===== config.mk =====
export PLATFORM = sky130hd
export DESIGN_NAME = peripheral_bus_bridge
export DESIGN_NICKNAME = d
export VERILOG_FILES = /design/src/rtl/peripheral_bus_pkg.sv /design/src/rtl/peripheral_bus_decoder.sv /design/src/rtl/peripheral_bus_bridge.sv
export SDC_FILE = /design/constraint.sdc
export NUM_CORES = 1
export LEC_CHECK = 0
export CORE_MARGIN = 2
export CORE_UTILIZATION = 36
export DETAILED_ROUTE_END_ITERATION = 16
export PLACE_DENSITY = 0.86
export SLEW_MARGIN = 10
export SYNTH_ARGS = -nofsm -noshare
export SYNTH_HDL_FRONTEND = slang
export SYNTH_SLANG_ARGS = --single-unit

===== constraint.sdc =====
create_clock -name clock -period 1.61 [get_ports clock]
set_clock_uncertainty 0.1 [all_clocks]
set_input_delay 0.2415 -clock clock [delete_from_list [all_inputs] [get_ports clock]]
set_output_delay 0.2415 -clock clock [all_outputs]
set_load 0.02 [all_outputs]

===== src/rtl/peripheral_bus_pkg.sv =====
// peripheral_bus_pkg: shared types and helpers for the peripheral bus bridge.
package peripheral_bus_pkg;

  localparam int MAX_SLOTS = 8;

  typedef enum logic [1:0] {
    IDLE = 2'd0,
    WAIT = 2'd1,
    DONE = 2'd2
  } bus_state_t;

  // Extract the 4-bit wait-state count for slot idx from the packed table.
  function automatic logic [3:0] slot_wait(input logic [31:0] wait_vec,
                                           input logic [4:0]  idx);
    logic [31:0] shifted;
    shifted = wait_vec >> {idx, 2'b00};
    return shifted[3:0];
  endfunction

endpackage


===== src/rtl/peripheral_bus_decoder.sv =====
// peripheral_bus_decoder: combinational 32-byte I/O block decode into
// a slot index, a hit flag and one-hot-or-none active-low chip selects.
module peripheral_bus_decoder #(
  parameter int unsigned N_SLOTS    = 8,
  parameter logic [4:0]  BASE_BLOCK = 5'd0
) (
  input  logic [4:0]         block,
  input  logic               address_enable_n,
  output logic               hit,
  output logic [4:0]         sel,
  output logic [N_SLOTS-1:0] chip_select_n
);

  localparam logic [5:0] SLOT_COUNT = 6'(N_SLOTS);

  // Slot index is a 5-bit modular offset from the base block, so blocks
  // below BASE_BLOCK wrap to large values and fall outside the slot range.
  always_comb begin
    sel           = block - BASE_BLOCK;
    hit           = ~address_enable_n & ({1'b0, sel} < SLOT_COUNT);
    chip_select_n = '1;
    for (int i = 0; i < int'(N_SLOTS); i++) begin
      if (hit && (sel == 5'(i))) chip_select_n[i] = 1'b0;
    end
  end

endmodule


===== src/rtl/peripheral_bus_bridge.sv =====
// peripheral_bus_bridge: I/O chipset bridge with slot decode, priority read
// mux and per-slot wait-state / stretch handshake on io_channel_ready.
// Optional stretch timeout with sticky bus_error: define PERIPHERAL_BUS_TIMEOUT_EN.
module peripheral_bus_bridge
  import peripheral_bus_pkg::*;
#(
  parameter int unsigned N_SLOTS        = 8,
  parameter logic [4:0]  BASE_BLOCK     = 5'd0,
  parameter logic [31:0] SLOT_WAIT      = 32'h0,
  parameter int unsigned INTA_SLOT      = 1,
  parameter logic [7:0]  OPEN_BUS_VALUE = 8'hFF,
  parameter logic [7:0]  TIMEOUT        = 8'd255
) (
  input  logic                   clock,
  input  logic                   reset,
  input  logic [19:0]            address,
  input  logic                   address_enable_n,
  input  logic                   io_read_n,
  input  logic                   io_write_n,
  input  logic                   interrupt_acknowledge_n,
  input  logic [8*N_SLOTS-1:0]   slot_data_in,
  input  logic [N_SLOTS-1:0]     slot_ready,
  output logic [N_SLOTS-1:0]     chip_select_n,
  output logic [7:0]             data_bus_out,
  output logic                   data_bus_out_from_chipset,
  output logic                   io_channel_ready,
  output logic                   bus_error,
  input  logic                   bus_error_clear
);

  logic               hit;
  logic [4:0]         sel;
  logic [N_SLOTS-1:0] dec_cs_n;
  logic               strobe;
  logic [7:0]         sel_data;
  logic [7:0]         inta_data;
  logic               ready_sel;
  logic               ready_sel_q;
  logic               need_wait;
  logic               ready_comb;

  bus_state_t state_q, state_d;
  logic [3:0] cnt_q, cnt_d;
  logic [4:0] sel_q, sel_d;

  logic unused_addr;
  assign unused_addr = ^{address[19:10], address[4:0]};

  peripheral_bus_decoder #(
    .N_SLOTS    (N_SLOTS),
    .BASE_BLOCK (BASE_BLOCK)
  ) u_decoder (
    .block            (address[9:5]),
    .address_enable_n (address_enable_n),
    .hit              (hit),
    .sel              (sel),
    .chip_select_n    (dec_cs_n)
  );

  assign strobe    = hit & (~io_read_n | ~io_write_n);
  assign inta_data = slot_data_in[8*INTA_SLOT +: 8];

  // Per-slot lookups: data and ready for the live decode, ready for the latched slot.
  always_comb begin
    sel_data    = 8'h00;
    ready_sel   = 1'b0;
    ready_sel_q = 1'b0;
    for (int i = 0; i < int'(N_SLOTS); i++) begin
      if (sel == 5'(i)) begin
        sel_data  = slot_data_in[8*i +: 8];
        ready_sel = slot_ready[i];
      end
      if (sel_q == 5'(i)) ready_sel_q = slot_ready[i];
    end
  end

  // Priority read mux: INTA, then slot read, then open bus, else idle.
  always_comb begin
    data_bus_out              = 8'h00;
    data_bus_out_from_chipset = 1'b0;
    if (!interrupt_acknowledge_n) begin
      data_bus_out              = inta_data;
      data_bus_out_from_chipset = 1'b1;
    end else if (strobe && !io_read_n) begin
      data_bus_out              = sel_data;
      data_bus_out_from_chipset = 1'b1;
    end else if (!address_enable_n && !io_read_n && !hit) begin
      data_bus_out              = OPEN_BUS_VALUE;
      data_bus_out_from_chipset = 1'b1;
    end
  end

  // INTA cycles complete without wait states even if a slot strobe overlaps.
  assign need_wait = interrupt_acknowledge_n &
                     ((slot_wait(SLOT_WAIT, sel) != 4'd0) | ~ready_sel);

`ifdef PERIPHERAL_BUS_TIMEOUT_EN
  logic [7:0] to_cnt_q, to_cnt_d;
  logic       bus_error_q, bus_error_d;
  logic       timeout_hit;

  assign timeout_hit = (state_q == WAIT) && strobe &&
                       (({1'b0, to_cnt_q} + 9'd1) == {1'b0, TIMEOUT});

  // Stretch watchdog: cleared while idle, counts WAIT cycles; set beats clear.
  always_comb begin
    to_cnt_d    = to_cnt_q;
    bus_error_d = bus_error_q;
    if (state_q == IDLE)      to_cnt_d = 8'd0;
    else if (state_q == WAIT) to_cnt_d = to_cnt_q + 8'd1;
    if (bus_error_clear) bus_error_d = 1'b0;
    if (timeout_hit)     bus_error_d = 1'b1;
  end

  // Watchdog registers.
  always_ff @(posedge clock or posedge reset) begin
    if (reset) begin
      to_cnt_q    <= 8'd0;
      bus_error_q <= 1'b0;
    end else begin
      to_cnt_q    <= to_cnt_d;
      bus_error_q <= bus_error_d;
    end
  end

  assign bus_error = bus_error_q;
`else
  logic unused_clear;
  assign unused_clear = bus_error_clear;
  assign bus_error    = 1'b0;
`endif

  // Wait FSM next-state and combinational ready request.
  // NOTE: every output of this block gets a default first so no path infers a latch.
  always_comb begin
    state_d    = state_q;
    cnt_d      = cnt_q;
    sel_d      = sel_q;
    ready_comb = 1'b1;
    unique case (state_q)
      IDLE: begin
        if (strobe) begin
          sel_d = sel;
          cnt_d = slot_wait(SLOT_WAIT, sel);
          if (need_wait) begin
            state_d    = WAIT;
            ready_comb = 1'b0;
          end else begin
            state_d = DONE;
          end
        end
      end
      WAIT: begin
        ready_comb = 1'b0;
        cnt_d      = (cnt_q == 4'd0) ? 4'd0 : cnt_q - 4'd1;
        if (!strobe) begin
          state_d = IDLE;
        end else if ((cnt_q <= 4'd1) && ready_sel_q) begin
          state_d = DONE;
`ifdef PERIPHERAL_BUS_TIMEOUT_EN
        end else if (timeout_hit) begin
          state_d = DONE;
`endif
        end
      end
      DONE: begin
        if (!strobe) state_d = IDLE;
      end
      default: state_d = IDLE;
    endcase
  end

  // FSM state, wait counter and latched slot.
  // NOTE: sequential state uses non-blocking assignments so all registers update together.
  always_ff @(posedge clock or posedge reset) begin
    if (reset) begin
      state_q <= IDLE;
      cnt_q   <= 4'd0;
      sel_q   <= 5'd0;
    end else begin
      state_q <= state_d;
      cnt_q   <= cnt_d;
      sel_q   <= sel_d;
    end
  end

  // Reset releases the CPU and deselects every slot without waiting for a clock.
  assign io_channel_ready = reset | ready_comb;
  assign chip_select_n    = reset ? '1 : dec_cs_n;

endmodule

; ---- Word level (Yosys, flattened, before mapping)
; Index checks and enable logic that the tools add are counted.
[totals]
out_inout_bits = 19
wordCells = 111
in_bits = 99
ff_bits = 11
[op_classes]
n_mux = 51
n_reduce_logical = 24
bitwise_logic = 10
shifts = 1
order_cmp = 2
n_eq_ne = 19
add_sub_neg = 1
[ops]
columns = operator, n
row1 = 8-bit two-way mux, 12
row2 = "5-bit by 3-bit equality test with 1-bit output, second input constant", 8
row3 = 1-bit two-way mux, 29
row4 = "5-bit by 2-bit equality test with 1-bit output, second input constant", 4
row5 = 1-bit logical AND, 12
row6 = "5-bit by 1-bit equality test with 1-bit output, second input constant", 2
row7 = 5-bit zero test, 2
row8 = 2-bit two-way mux, 5
row9 = 4-bit two-way mux, 2
row10 = 4-bit case mux with 2 select lines, 1
row11 = "1-bit by 7-bit >> shifter with 4-bit output, first input constant", 1
row12 = 2-bit case mux with 3 select lines, 1
row13 = "5-bit by 4-bit less-than comparator with 1-bit output, second input constant", 1
row14 = "4-bit by 1-bit <= comparator with 1-bit output, second input constant", 1
row15 = 4-bit zero test, 1
row16 = "2-bit inequality test, second input constant", 2
row17 = 1-bit inverter, 4
row18 = 2-bit AND reduction, 2
row19 = 4-bit nonzero test, 1
row20 = "4-bit by 1-bit subtractor with 4-bit output, second input constant", 1
row21 = 1-bit bitwise AND, 3
row22 = 1-bit zero test, 3
row23 = "3-bit inequality test, second input constant", 1
row24 = 1-bit OR, 3
row25 = 6 further kinds, 6

; ---- Logic depth before layout (Yosys ltp)
[logic_depth]
ltp_word = 16
mapped_depth = 7
mapped_depth_nobuf = 5

; ---- Cells and area by module
; From an unflattened synthesis, not the netlist that was laid out.
[hier_totals]
hier_cells = 259
hier_area_um2 = 1808.0
[by_module_without_submodules]
columns = module, instances, area_per_inst_um2, seq_area_each_um2, cells_per_inst
row1 = peripheral_bus_bridge, 1, 1685.4, 275.3, 239
row2 = peripheral_bus_decoder, 1, 122.6, 0.0, 20

; ---- Worst setup path before layout
; Ideal clock, no wire load.
[synth_path]
path_kind = input-to-output
start = input port address[6]
end = output port io_channel_ready
path_slack_ns = -0.181
arrival_time_ns = 1.450
n_path_buf = 2
required_time_ns = 1.268
stages = 6
path_cell_list = buf_4 -> clkbuf_1 -> o21ai_0 -> o211ai_2 -> a211oi_1 -> o21ai_0
[synth_between]
elab_chain_cells = 16
word_cells_on_any_way = 28
cone_classes = 1 x order compare / 7 x eq/ne / 1 x shift / 11 x mux / 6 x bitwise / 2 x reduce/logical
[synth_rtl]
columns = element, line
row1 = from (decl), peripheral_bus_bridge.sv:16  ; input logic [19:0] address,
row2 = 5-bit zero test, peripheral_bus_bridge.sv:69  ; if (sel == 5'(i)) begin
row3 = 1-bit two-way mux (8 in a row), peripheral_bus_bridge.sv:69
row4 = 1-bit inverter, peripheral_bus_bridge.sv:95  ; ((slot_wait(SLOT_WAIT, sel) != 4'd0) | ~ready_sel);
row5 = 1-bit OR, peripheral_bus_bridge.sv:95
row6 = 1-bit bitwise AND, peripheral_bus_bridge.sv:94  ; assign need_wait = interrupt_acknowledge_n &
row7 = 1-bit two-way mux, peripheral_bus_bridge.sv:145  ; if (need_wait) begin
row8 = 1-bit two-way mux *, peripheral_bus_bridge.sv:142  ; if (strobe) begin
row9 = 1-bit case mux with 2 select lines *, peripheral_bus_bridge.sv:140  ; unique case (state_q)
row10 = 1-bit OR *, peripheral_bus_bridge.sv:188  ; assign io_channel_ready = reset | ready_comb;
row11 = to (decl), peripheral_bus_bridge.sv:26  ; output logic io_channel_ready,
; Every way passes the cells marked *; elsewhere a longest branch is shown, timed or not.

; ---- Worst setup path in the final report
[layout_path]
start = input port address[9]
end = output port data_bus_out[3]
[layout_between]
elab_chain_cells = 11
word_cells_on_any_way = 25
cone_classes = 1 x order compare / 7 x eq/ne / 11 x mux / 2 x bitwise / 4 x reduce/logical
[layout_rtl]
columns = element, line
row1 = 5-bit zero test, peripheral_bus_bridge.sv:69
row2 = 8-bit two-way mux (8 in a row), peripheral_bus_bridge.sv:69
row3 = 8-bit two-way mux *, peripheral_bus_bridge.sv:84  ; end else if (strobe && !io_read_n) begin
row4 = 8-bit two-way mux *, peripheral_bus_bridge.sv:81  ; if (!interrupt_acknowledge_n) begin
row5 = to (decl), peripheral_bus_bridge.sv:24  ; output logic [7:0] data_bus_out,
; Marks and branches as above.

==> results.md <==
- Status: finished, violations left
- Failing checks: setup timing
- Die width: 72.1 µm
- Initial Util: 37.8%
- Worst setup margin: -0.277 ns
- Row cnt: 24
- FMAX: 0.530 GHz
- CTS Sinks: 11
- Clock latency on the worst-skew pair: 0.24 ns
- Pre-CTS WS: -1.16 ns
- HP Class: in2async
- All-Layer GR Usage: 31.3%
- Worst path slowest cell: or2_4
- Avg Synthesized Cell Area: about 8 µm²
- H-tree depth: 1
- Warnings from Yosys: 0
- Routability cong.: 0.974
- DRC: 0
- Final wirelength: between 9 and 10 mm
- Slew Viols, Final: 0
- Top cells by area, synth: dfrtp_1 (17%), mux2i_1 (10%), o21ai_0 (6.0%)
- Max FO, Critical Path: 4
- Drt via density: 6.07
- DR iter-0 viols: 252
- Max-cap viol count: 0
- Clock tree buffer depth: 2
- Buf/Inv on CP: 3
- Total Power: 1.58 mW
- Crit path required time: roughly 1.3 ns
- Post-Syn Nets: 307
- Most common cell after layout, fill and taps aside: buf_4
- Startpoint types: primary input
- Most frequent cells in the layout: buf_4 (58), buf_6 (34), dlygate4sd2_1 (34)
- Share of cells above drive strength 1: 48.1%
- Syn Inst Count: 208
- Post-route ant nets: 0
- Flop pwr share: roughly 21%
- CTS Hold Bufs: 0
- RSZ-0062 raised after global routing: yes
- Reg2reg start: cnt_q[2]
- Via count: 2596
- Area leader, netlist: dfrtp_1
- Ant diodes: 0
- Cell Pwr Density: 428 mW/mm²
- Minimum clock period: 1.89 ns
- Sw Ratio: a little over a third
- Post-synth top area share: ~17%
- WS Path Type: in2out
- Int Pwr: slightly above 1 mW
- Clock slew at reported path FFs: roughly 0.05 ns
- Worst stage delay on the critical path: 0.27 ns
- Switching power of the nets: 0.558 mW
- Post-synth EDFFs: 0
- Sequential element share of the synthesized area: 16.5%
- WL/cell: 21.4 µm
- Largest net degree at the start of global routing: 19
- Ys async rst share: 100%
- Area growth, synth to finish: 121%
- Die height: 72.1 µm
- CP top delay family: simple AND/OR/NAND/NOR gates
- Final period utilization: 117%
- Critical path origin: address[9]
- Vias in the first global route: approximately 2500
- DRT Pass-1 Iters: 5
- Post-DP HPWL: 5.45 mm
- Seq cells post-synth: 11
- Core Area: 0.00441 mm²
- Leak: 1.66 nW
- Initial antenna violation count: 0
- Yosys cell types: 50
- Final nets: 476
- Crit path capture type: output pin
- PortBufs: 100
- Critical Path AT: 1.55 ns
- VDD IR-drop max: 0.000223 V
- Gate power share: between 60% and 70%
- Total congestion overflow: 0
- Hold Violations, Final: 0
- Top_reg_cell synth: dfrtp_1
- Crit-path most repeated cell: buf_4
- Root Driver: clkbuf_8
- R2R Path End: state_q[1]
- CTS tree: done
- Setup Viol. Count Final: 19
- First-pass GRT wire length: 12.6 mm
- Clock Power Share: 17.9%
- Full die area: 0.00519 mm²
- Worst-path cell chain: buf_6 -> or2_4 -> nor3_4 -> buf_4 -> o21ai_1 -> o2bb2ai_1 -> a21oi_2 -> buf_4
- Ports: 118
- CTS buffer count: 3
- FF-to-FF setup slack: 0 ns
- Synth Cell Area: 0.00167 mm²
- R2R depth: 4
==> how the worst max path moves through the flow <==
stage,end,cells past startpoint,slack (ns)
after detailed placement,data_bus_out[7],7,-1.16
after global routing,data_bus_out[3],8,-0.32
after global placement,data_bus_out[6],6,-1.16
final,data_bus_out[3],8,-0.28
after floorplan,data_bus_out[6],5,-0.04
after CTS,data_bus_out[5],9,-0.23
==> tightest hold or removal path: cells and delay by family <==
| kind | cells | cell delay [ns] |
|---|---|---|
| buffers and inverters | 3 | 0.85 |
==> state kept, by name (all words and copies together) (netlist names) <==
name,cells
state_q,2
sel_q,5
cnt_q,4
==> cells by family (layout without fill, tap and decap cells) <==
group | after synthesis | count (layout) | synth area share, %
AO/OA/AOI/OAI | 83 | 83 | 35.1
AND/OR/NAND/NOR | 70 | 70 | 24.3
multiplexers | 22 | 22 | 16.1
buffers and inverters | 21 | 189 | 7.80
flip-flops | 11 | 11 | 16.5
other | 1 | 1 | 0.225
==> cells in the mapped netlist (7+ instances only) <==
| cell | count |
|---|---|
| a21oi_1 | 14 |
| a2bb2oi_1 | 7 |
| dfrtp_1 | 11 |
| mux2i_1 | 17 |
| nand2_1 | 22 |
| nand3b_1 | 7 |
| nor2_1 | 10 |
| nor2b_1 | 9 |
| o21a_1 | 8 |
| o21ai_0 | 20 |
==> power groups by stage <==
stage | Sequential [mW] | Combinational, mW | Clock (mW)
final | 0.326 | 0.970 | 0.283
after global routing | 0.329 | 1.01 | 0.295
after CTS | 0.320 | 0.862 | 0.277
after detailed placement | 0.323 | 0.758 | 0
after global placement | 0.320 | 0.742 | 0
after floorplan | 0.317 | 0.352 | 0
==> metrics by stage <==
stage | hold WS [ns] | instances | util, % | TNS [ns] | area, µm²
2_1_floorplan | -0.00606 | 208 | - | -0.0603 | 1710
3_3_place_gp | 0.389 | 400 | 69.8 | -23.99 | 3080
3_5_place_dp | 0.391 | 400 | 69.8 | -24.68 | 3080
4_1_cts | 0.271 | 427 | 79.7 | -2.05 | 3520
5_1_grt | 0.359 | 428 | 83.5 | -3.32 | 3690
6_report | 0.309 | 428 | 83.5 | -2.50 | 3690
==> layer usage <==
layer | up-vias | part of all wire, % | track usage (%)
met5 | - | 0 | 0
met3 | 51 | 7.3 | 5.56
met4 | 0 | 4.7 | 11.7
met2 | 175 | 49 | 54.0
li1 | 1118 | - | -
met1 | 1252 | 39 | 38.8
==> area by class of cell <==
type	count	area [µm²]
clock buffer	4	45.0
sequential	11	277
multi-input combinational	176	1560
timing repair buffer	181	1730
tap	52	65.1
fill	219	728
inverter	4	15.0
==> what timing repair did <==
action                                  4_1_cts  5_1_grt
resized for setup                           252       35
endpoints found under the setup margin       29       22
pin swaps                                    56       26
gates cloned                                  3        1
buffers inserted                             20        2
(Power assumes the default switching activity.)
